### src/rtl/rr_arb_mux_pkg.sv
// Shared constants and helpers for the rr_arb_mux channel multiplexer.
package rr_arb_mux_pkg;

    localparam int ARB_RR    = 0;
    localparam int ARB_FIXED = 1;

    function automatic int next_idx(input int idx, input int n);
        return (idx >= n - 1) ? 0 : idx + 1;
    endfunction

endpackage

### src/rtl/rr_arb_mux_if.sv
// Producer/consumer bundle of rr_arb_mux; slave is the mux side, master the environment side.
interface rr_arb_mux_if #(
    parameter int NUM_CH = 4,
    parameter int DATA_W = 8,
    parameter int SEL_W  = $clog2(NUM_CH)
);
    logic [NUM_CH*DATA_W-1:0] in_data;
    logic [NUM_CH-1:0]        in_valid;
    logic [NUM_CH-1:0]        in_ready;
    logic                     force_en;
    logic [SEL_W-1:0]         force_sel;
    logic [DATA_W-1:0]        out_data;
    logic [SEL_W-1:0]         out_sel;
    logic                     out_valid;
    logic                     out_ready;

    modport slave (
        input  in_data, in_valid, force_en, force_sel, out_ready,
        output in_ready, out_data, out_sel, out_valid
    );

    modport master (
        output in_data, in_valid, force_en, force_sel, out_ready,
        input  in_ready, out_data, out_sel, out_valid
    );
endinterface

### src/rtl/rr_arb_mux_arbiter.sv
// One-hot arbiter over NUM_CH requests: round-robin from ptr, or fixed lowest-index priority.
module rr_arbiter
    import rr_arb_mux_pkg::*;
#(
    parameter  int NUM_CH   = 4,
    parameter  int ARB_MODE = ARB_RR,
    localparam int SEL_W    = $clog2(NUM_CH)
) (
    input  logic              clk,
    input  logic              rst,
    input  logic [NUM_CH-1:0] req,
    input  logic              advance,
    output logic [NUM_CH-1:0] grant,
    output logic [SEL_W-1:0]  grant_idx
);

    logic [SEL_W-1:0] ptr;
    logic [SEL_W-1:0] idx;
    logic             found;
    int               base;

    // Scan NUM_CH candidates starting at base; the first requester wins.
    always_comb begin
        grant     = '0;
        grant_idx = '0;
        found     = 1'b0;
        idx       = '0;
        base      = (ARB_MODE == ARB_FIXED) ? 0 : int'(ptr);
        for (int k = 0; k < NUM_CH; k++) begin
            idx = SEL_W'((base + k) % NUM_CH);
            if (!found && req[idx]) begin
                found      = 1'b1;
                grant[idx] = 1'b1;
                grant_idx  = idx;
            end
        end
    end

    always_ff @(posedge clk) begin
        if (rst)
            ptr <= '0;
        else if (advance)
            ptr <= SEL_W'(next_idx(int'(grant_idx), NUM_CH));
    end

endmodule

### src/rtl/rr_arb_mux.sv
// N:1 arbitrated channel mux with valid/ready handshake and a registered output word.
module rr_arb_mux
    import rr_arb_mux_pkg::*;
#(
    parameter int NUM_CH   = 4,
    parameter int DATA_W   = 8,
    parameter int SEL_W    = $clog2(NUM_CH),
    parameter int ARB_MODE = ARB_RR
) (
    input logic         clk,
    input logic         rst,
    rr_arb_mux_if.slave bus
);

    logic [NUM_CH-1:0][DATA_W-1:0] ch_data;
    logic [NUM_CH-1:0]             elig;
    logic [NUM_CH-1:0]             grant;
    logic [SEL_W-1:0]              grant_idx;
    logic                          ld;
    logic                          xfer;
    logic                          advance;
    logic [DATA_W-1:0]             data_q;
    logic [SEL_W-1:0]              sel_q;
    logic                          valid_q;

    assign ch_data = bus.in_data;
    assign ld      = !valid_q || bus.out_ready;

    // An out-of-range force_sel matches no channel, so nothing is eligible.
    always_comb begin
        elig = '0;
        for (int i = 0; i < NUM_CH; i++)
            elig[i] = bus.in_valid[i] && (!bus.force_en || bus.force_sel == SEL_W'(i));
    end

    rr_arbiter #(
        .NUM_CH   (NUM_CH),
        .ARB_MODE (ARB_MODE)
    ) u_arb (
        .clk       (clk),
        .rst       (rst),
        .req       (elig),
        .advance   (advance),
        .grant     (grant),
        .grant_idx (grant_idx)
    );

    assign bus.in_ready = (ld && !rst) ? grant : '0;
    assign xfer         = ld && !rst && (|grant);
    assign advance      = xfer && (ARB_MODE == ARB_RR) && !bus.force_en;

    always_ff @(posedge clk) begin
        if (rst) begin
            valid_q <= 1'b0;
            data_q  <= '0;
            sel_q   <= '0;
        end else if (ld) begin
            valid_q <= |grant;
            if (|grant) begin
                data_q <= ch_data[grant_idx];
                sel_q  <= grant_idx;
            end
        end
    end

    assign bus.out_data  = data_q;
    assign bus.out_sel   = sel_q;
    assign bus.out_valid = valid_q;

endmodule

### src/flat_wrapper.sv
// flat-port wrapper written by rule: the top's interface ports become plain ports
module rr_arb_mux_flat import rr_arb_mux_pkg::*;
#(
    parameter int NUM_CH   = 4,
    parameter int DATA_W   = 8,
    parameter int SEL_W    = $clog2(NUM_CH),
    parameter int ARB_MODE = ARB_RR
)
  (clk, rst, bus_in_data, bus_in_valid, bus_force_en, bus_force_sel, bus_out_ready, bus_in_ready, bus_out_data, bus_out_sel, bus_out_valid);
  rr_arb_mux_if #(.NUM_CH(NUM_CH), .DATA_W(DATA_W), .SEL_W(SEL_W)) bus_i ();
  input logic clk;
  input logic rst;
  input wire logic [$bits(bus_i.in_data)-1:0] bus_in_data;
  input wire logic [$bits(bus_i.in_valid)-1:0] bus_in_valid;
  input wire logic [$bits(bus_i.force_en)-1:0] bus_force_en;
  input wire logic [$bits(bus_i.force_sel)-1:0] bus_force_sel;
  input wire logic [$bits(bus_i.out_ready)-1:0] bus_out_ready;
  output wire logic [$bits(bus_i.in_ready)-1:0] bus_in_ready;
  output wire logic [$bits(bus_i.out_data)-1:0] bus_out_data;
  output wire logic [$bits(bus_i.out_sel)-1:0] bus_out_sel;
  output wire logic [$bits(bus_i.out_valid)-1:0] bus_out_valid;
  assign bus_i.in_data = bus_in_data;
  assign bus_i.in_valid = bus_in_valid;
  assign bus_i.force_en = bus_force_en;
  assign bus_i.force_sel = bus_force_sel;
  assign bus_i.out_ready = bus_out_ready;
  assign bus_in_ready = bus_i.in_ready;
  assign bus_out_data = bus_i.out_data;
  assign bus_out_sel = bus_i.out_sel;
  assign bus_out_valid = bus_i.out_valid;
  rr_arb_mux #(.NUM_CH(NUM_CH), .DATA_W(DATA_W), .SEL_W(SEL_W), .ARB_MODE(ARB_MODE)) u_core (.clk(clk), .rst(rst), .bus(bus_i));
endmodule
### config.mk
export PLATFORM = sky130hd
export DESIGN_NAME = rr_arb_mux_flat
export DESIGN_NICKNAME = d
export VERILOG_FILES = /design/src/rtl/rr_arb_mux_pkg.sv /design/src/rtl/rr_arb_mux_if.sv /design/src/rtl/rr_arb_mux_arbiter.sv /design/src/rtl/rr_arb_mux.sv /design/src/flat_wrapper.sv
export SDC_FILE = /design/constraint.sdc
export NUM_CORES = 1
export LEC_CHECK = 0
export CAP_MARGIN = 20
export CORE_ASPECT_RATIO = 0.7
export CORE_MARGIN = 3
export CORE_UTILIZATION = 37
export CTS_CLUSTER_SIZE = 25
export DETAILED_ROUTE_END_ITERATION = 8
export GPL_TIMING_DRIVEN = 0
export PLACE_DENSITY_LB_ADDON = 0.1
export SYNTH_ARGS = -nofsm -noshare
export SYNTH_HDL_FRONTEND = slang
export SYNTH_HIERARCHICAL = 1
export SYNTH_SLANG_ARGS = --single-unit
### constraint.sdc
create_clock -name clk -period 3.5 [get_ports clk]
set_input_delay 0.7 -clock clk [delete_from_list [all_inputs] [get_ports clk]]
set_output_delay 0.7 -clock clk [all_outputs]
set_load 0.02 [all_outputs]
# Word-level counts from Yosys, hierarchy flattened
# Cells that the tools add are included.
# op_classes
add_sub_neg	4
mul	0
div_mod_pow	0
order_cmp	10
eq_ne	3
shifts	0
muxes	31
n_bitwise	3
reduce_logical	28
# ops
op	count
4-bit 2-to-1 mux	5
8-bit binary-select mux with 2-bit select	1
2-bit by 3-bit less-than comparator with 1-bit output (second input constant)	5
1-bit logical AND	14
4-bit OR	3
1-bit 2-to-1 mux	11
2-bit 2-to-1 mux	5
1-bit binary-select mux with 2-bit select	4
1-bit demux with 2-bit select	4
2-bit by 1-bit >= comparator with 1-bit output (second input constant)	4
8-bit 2-to-1 mux	1
1-bit logical NOT	6
1-bit logical OR	5
2-bit by 1-bit adder with 2-bit output (second input constant)	2
2-bit adder (second input constant)	2
2-bit equality test (second input constant)	2
4-bit OR reduction	1
2-bit by 1-bit equality test with 1-bit output (second input constant)	1
2-bit >= comparator (second input constant)	1
2-bit logical NOT	1
2-bit AND reduction	1
# word_totals
regBits	13
latch_bits	0
mem_bits_rw	0
mem_bits_ro	0
output_inout_bits	15
elab_cells	83
n_memories	0

# Longest topological paths before layout
# Gate-level depths: netlist (run 1).
# depth
depth_word	18
depth_mapped	13
depth_no_buf	11

# By module
# Netlist (run 1), hierarchy kept.
# modules_own_cells
module	n_inst	cells_per_inst	area_per_inst_um2
rr_arb_mux	1	75	719.4
rr_arbiter	1	54	515.5

# Worst setup path after synthesis (run 1)
# Ideal clock, no wire load.
# synth_timing
path_kind	input to register
start	input port bus_force_sel[0]
end	register u_core.u_arb.ptr[0]
setup_time_ps	74
arrival_ps	3301
required_time_ps	3426
path_slack_ps	125
stages	12
path_buffers	2
cell_sequence	nand2b_1 a21boi_0 mux4_2 clkbuf_1 a22oi_1 o21ai_1 nor4_2 buf_2 nor4_1 nor3b_1 a2bb2oi_1 a31oi_1
# synth_via
elab_chain_cells	18
elab_cells_between_ends	46
classes_between	add/sub: 1; order compare: 1; eq/ne: 3; mux: 20; bitwise: 3; reduce/logical: 18
# synth_lines
element	line_no	text
start: declaration	flat_wrapper.sv:16	input wire logic [$bits(bus_i.force_sel)-1:0] bus_force_sel;
2-bit equality test (*)	rr_arb_mux.sv:33	elig[i] = bus.in_valid[i] && (!bus.force_en || bus.force_sel == SEL_W'(i));
1-bit logical OR (*)	rr_arb_mux.sv:33	
1-bit logical AND (*)	rr_arb_mux.sv:33	
named net u_core.elig[2]	rr_arb_mux.sv:16	logic [NUM_CH-1:0] elig;
1-bit binary-select mux with 2-bit select	rr_arb_mux_arbiter.sv:31	if (!found && req[idx]) begin
1-bit 2-to-1 mux (implied by the code)	rr_arb_mux_arbiter.sv:31	
1-bit 2-to-1 mux	rr_arb_mux_arbiter.sv:31	
1-bit logical NOT	rr_arb_mux_arbiter.sv:31	
[... 5 more ...]	--	
1-bit logical NOT	rr_arb_mux_arbiter.sv:31	
1-bit logical AND	rr_arb_mux_arbiter.sv:31	
4-bit 2-to-1 mux (*)	rr_arb_mux_arbiter.sv:31	
named net u_core.grant[1]	rr_arb_mux.sv:17	logic [NUM_CH-1:0] grant;
4-bit OR reduction (*)	rr_arb_mux.sv:49	assign xfer = ld && !rst && (|grant);
1-bit logical AND (*)	rr_arb_mux.sv:49	
1-bit logical AND (*)	rr_arb_mux.sv:50	assign advance = xfer && (ARB_MODE == ARB_RR) && !bus.force_en;
named net u_core.advance	rr_arb_mux.sv:21	logic advance;
end signal: assignment	rr_arb_mux_arbiter.sv:43	ptr <= SEL_W'(next_idx(int'(grant_idx), NUM_CH));
end: declaration	rr_arb_mux_arbiter.sv:17	logic [SEL_W-1:0] ptr;
# Mark *: on every way through the listed nets, which the timed path passes. The rest lies on a longest branch. The select of a mux whose other input is x is not followed.
# A chain may end at the register's enable or synchronous reset.

# Worst setup path in the final report (run 1)
# layout_timing
start	input port bus_force_sel[1]
end	output port bus_in_ready[1]
# layout_via
elab_chain_cells	16
elab_cells_between_ends	37
classes_between	eq/ne: 3; mux: 16; bitwise: 3; reduce/logical: 15
# layout_lines
element	line_no	text
2-bit logical NOT (*)	rr_arb_mux.sv:33	
1-bit logical OR (*)	rr_arb_mux.sv:33	
1-bit logical AND (*)	rr_arb_mux.sv:33	
named net u_core.elig[0]	rr_arb_mux.sv:16	
1-bit binary-select mux with 2-bit select	rr_arb_mux_arbiter.sv:31	
1-bit 2-to-1 mux (implied by the code)	rr_arb_mux_arbiter.sv:31	
1-bit 2-to-1 mux	rr_arb_mux_arbiter.sv:31	
1-bit logical NOT	rr_arb_mux_arbiter.sv:31	
[... 2 more ...]	--	
1-bit logical NOT	rr_arb_mux_arbiter.sv:31	
1-bit logical AND	rr_arb_mux_arbiter.sv:31	
1-bit 2-to-1 mux	rr_arb_mux_arbiter.sv:31	
1-bit logical NOT	rr_arb_mux_arbiter.sv:31	
1-bit logical AND	rr_arb_mux_arbiter.sv:31	
4-bit 2-to-1 mux (*)	rr_arb_mux_arbiter.sv:31	
named net u_core.grant[1]	rr_arb_mux.sv:17	
4-bit 2-to-1 mux (*)	rr_arb_mux.sv:48	assign bus.in_ready = (ld && !rst) ? grant : '0;
end: declaration	flat_wrapper.sv:18	output wire logic [$bits(bus_i.in_ready)-1:0] bus_in_ready;
# Marks and branches as above.

==> impl_metrics.toml, run 1 <==
[power]
netSwitchingPower_w = 0.000615
seq_power_share_pct = 15.4
power_w = 0.00144
p_leak_nw = 0.808
p_int_w = 0.000824
vdd_drop_max_uv = 228
power_density_mw_per_mm2 = 691
p_comb_share_pct = 74.9
switching_share_pct = 42.7
clock_power_share_pct = 9.7

[grt]
grt_max_degree = 11
grt_usage_pct = 18.7
grt_overflow = 0
antenna_found_initial = 0
grt_pass1_vias = 1373
grt_pass1_wl_um = 5910

[status]
status = "completed"

[floorplanning]
die_w_um = 75.1
placementRows = 16
core_mm2 = 0.00298
pin_count = 57
start_util_pct = 41.4
die_height_um = 54.3
die-area_mm2 = 0.00408

[synth]
avgSynthCellArea_um2 = 9.57
synth_area_mm2 = 0.00123
synth_cell_types = 37
synth_edf_count = 0
yosysWarnings = 6
ys_ff_latch = 13
synth_ff_type = "dfxtp_1"
syn-instance-count = 129
ys_top_cells_by_area = "mux4_2, dfxtp_1, ha_1"
synth_nets = 177
yosysSeqAreaShare_pct = 21.1
async_flop_share_pct = 0
synth_top_area_cell = "mux4_2"
synth_top_area_share_pct = 21.9

[cts]
clock_latency_ns = 0.25
cts_tree = "yes"
numCtsBuffers = 3
htreeDepth = 1
cts_sinks = 13
cts-root-buf = "clkbuf_8"
clk_pin_slew_ns = 0.05
cts_max_path_buffers = 2
ctsHoldBuffers = 0

[placed_design]
hpwl_um = 2800
gp_congestion = 0.772
io_buffers = 56
dpl_cell_area_mm2 = 0.00184

[sta]
max_slew_margin_pct = 68.1
finalCritPeriodShare_pct = 97.0
slew_violations = 0
whs_ns = 0.480
fmax_mhz = 295
finalCriticalPeriod_ns = 3.39
finalClockSkew_ns = 0.00174
setup_viol = 0
worstMarginPinSlew_ns = 0.479
finalSetupTns_ns = 0
report.final.hold_viol_count = 0

[detailed_routing]
drt-wirelength-per-cell_um = 16.1
drt_iter0_drc = 48
viasPerCell = 5.70
drc_errors = 0
dr.pass1.iters = 4
drt_wl_total_um = 3780
vias = 1339
drt.antenna.violating_nets = 0

[worst_setup_path]
path_max_fanout = 6
crit_type = "in2out"
crit_arrival_ns = 2.69
cp-start-kind = "input pin"
critPathCaptureType = "output pin"
r2r_cells = 14
worstPathRequired_ns = 2.80

[min_path]
min_path_type = "reg2reg"
hold-path-cell-count = 2

[layout]
drive_above_1_share_pct = 30.7
fin_area_mm2 = 0.00208
synthToLayoutAreaGrowth_pct = 68.6
fin_nets = 248
diodes = 0

[flow_run]
max_cap_violations = 0
## synth_stat cells, types with 3 or more instances
cell      instances
nand2b_1          4
nand3_1          10
nand2_1           5
buf_6             3
buf_2             3
and2_1            5
ha_1              6
mux4_2           12
dfxtp_1          13
o21ai_0          11
a21boi_0          3
a22oi_1           8
o21ai_1           5
a21oi_1          12
## worst max-delay path, cell delays in order
cell,delay (ns)
clkdlybuf4s15_1,0.22
o21ai_0,0.09
and2_4,0.18
mux4_2,0.52
nor4b_4,0.33
buf_4,0.19
a22oi_2,0.06
o21ai_2,0.12
and2_4,0.18
buf_6,0.11
## cells by family after synthesis
group	Yosys count	share of synthesized area, %
AOI/OAI and AO/OA	47	23.2
and+or+nand+nor	36	19.0
buffers and inverters	12	6.18
adders and majority gates	6	6.08
DFF	13	21.1
muxes	15	24.4
## power groups by stage
stage	Sequential (W)	Clock (W)	Combinational, W
after floorplan	0.000263	0	0.000638
after global placement	0.000221	0	0.000912
after detailed placement	0.000225	0	0.000940
after CTS	0.000222	0.000141	0.000995
after global routing	0.000227	0.000149	0.00116
final	0.000222	0.000139	0.00108
## final cells by class
cell class                 instances  area, um2
multi-input combinational        104       1000
fill                             215        901
timing repair buffer              66        647
sequential                        13        262
buffer                            10       72.6
clock buffer                       4       45.0
tap                               36       45.0
inverter                           2       7.51
## path summary, 6_finish.rpt
path                                        startpoint                      to  slack, ns
worst max-delay path                  bus_force_sel[1]         bus_in_ready[1]       0.11
worst min-delay path            u_core/bus.out_data[0]  u_core/bus.out_data[0]       0.48
worst max register to register     u_core/u_arb/ptr[0]     u_core/u_arb/ptr[0]       0.21
worst min register to register  u_core/bus.out_data[0]  u_core/bus.out_data[0]       0.48
## state kept, by name, indices dropped and copies added, names as in the netlist
register              count
u_core/bus.out_data       8
u_core/bus.out_sel        2
u_core/u_arb/ptr          2
u_core/bus.out_valid      1
## metrics by stage
stage / worst slack (ns) / utilization, % / cells
floorplan: 0.125 / - / 129
global placement: -0.890 / 61.7 / 221
detailed placement: -1.01 / 61.7 / 221
CTS: 0.0166 / 66.9 / 233
global route: -0.0326 / 69.8 / 235
finish: 0.106 / 69.8 / 235
## routing by layer
layer,GRT usage (%),vias to the layer above,part of all wire [%]
met3,4.04,5,6.8
met4,3.85,0,0.98
met2,32.2,62,48
met1,24.3,627,44
met5,0,-,0
li1,-,645,-
## repair_timing
action,in CTS,in global routing
cloned,0,0
pin swaps,2,3
buffers inserted,8,2
endpoints found under the setup margin,17,11
resized for setup,39,23
## cells in the final DEF (no fill, tap or decap), types with 4 or more instances in the layout
cell             Yosys  routed
nand3_1             10      10
dlymetal6s2s_1       0       4
o21ai_0             11      11
dfxtp_1             13      12
buf_6                3       6
clkdlybuf4s50_1      0      45
buf_4                1      11
a21oi_1             12      12
ha_1                 6       5
a22oi_1              8       6
mux4_2              12      12
nand2_1              5       5
(Power assumes the default switching activity.)
==> run 2: changes to the inputs <==
--- a/config.mk
+++ b/config.mk
@@ -5,11 +5,12 @@
 export SDC_FILE = /design/constraint.sdc
 export NUM_CORES = 1
 export LEC_CHECK = 0
+export ABC_CLOCK_PERIOD_IN_PS = 3500
 export CAP_MARGIN = 20
 export CORE_ASPECT_RATIO = 0.7
 export CORE_MARGIN = 3
 export CORE_UTILIZATION = 37
-export CTS_CLUSTER_SIZE = 25
+export CTS_CLUSTER_SIZE = 10
 export DETAILED_ROUTE_END_ITERATION = 8
 export GPL_TIMING_DRIVEN = 0
 export PLACE_DENSITY_LB_ADDON = 0.1
==> results of run 2 <==
Final layout, timing and power as in run 1 (identical DEF).
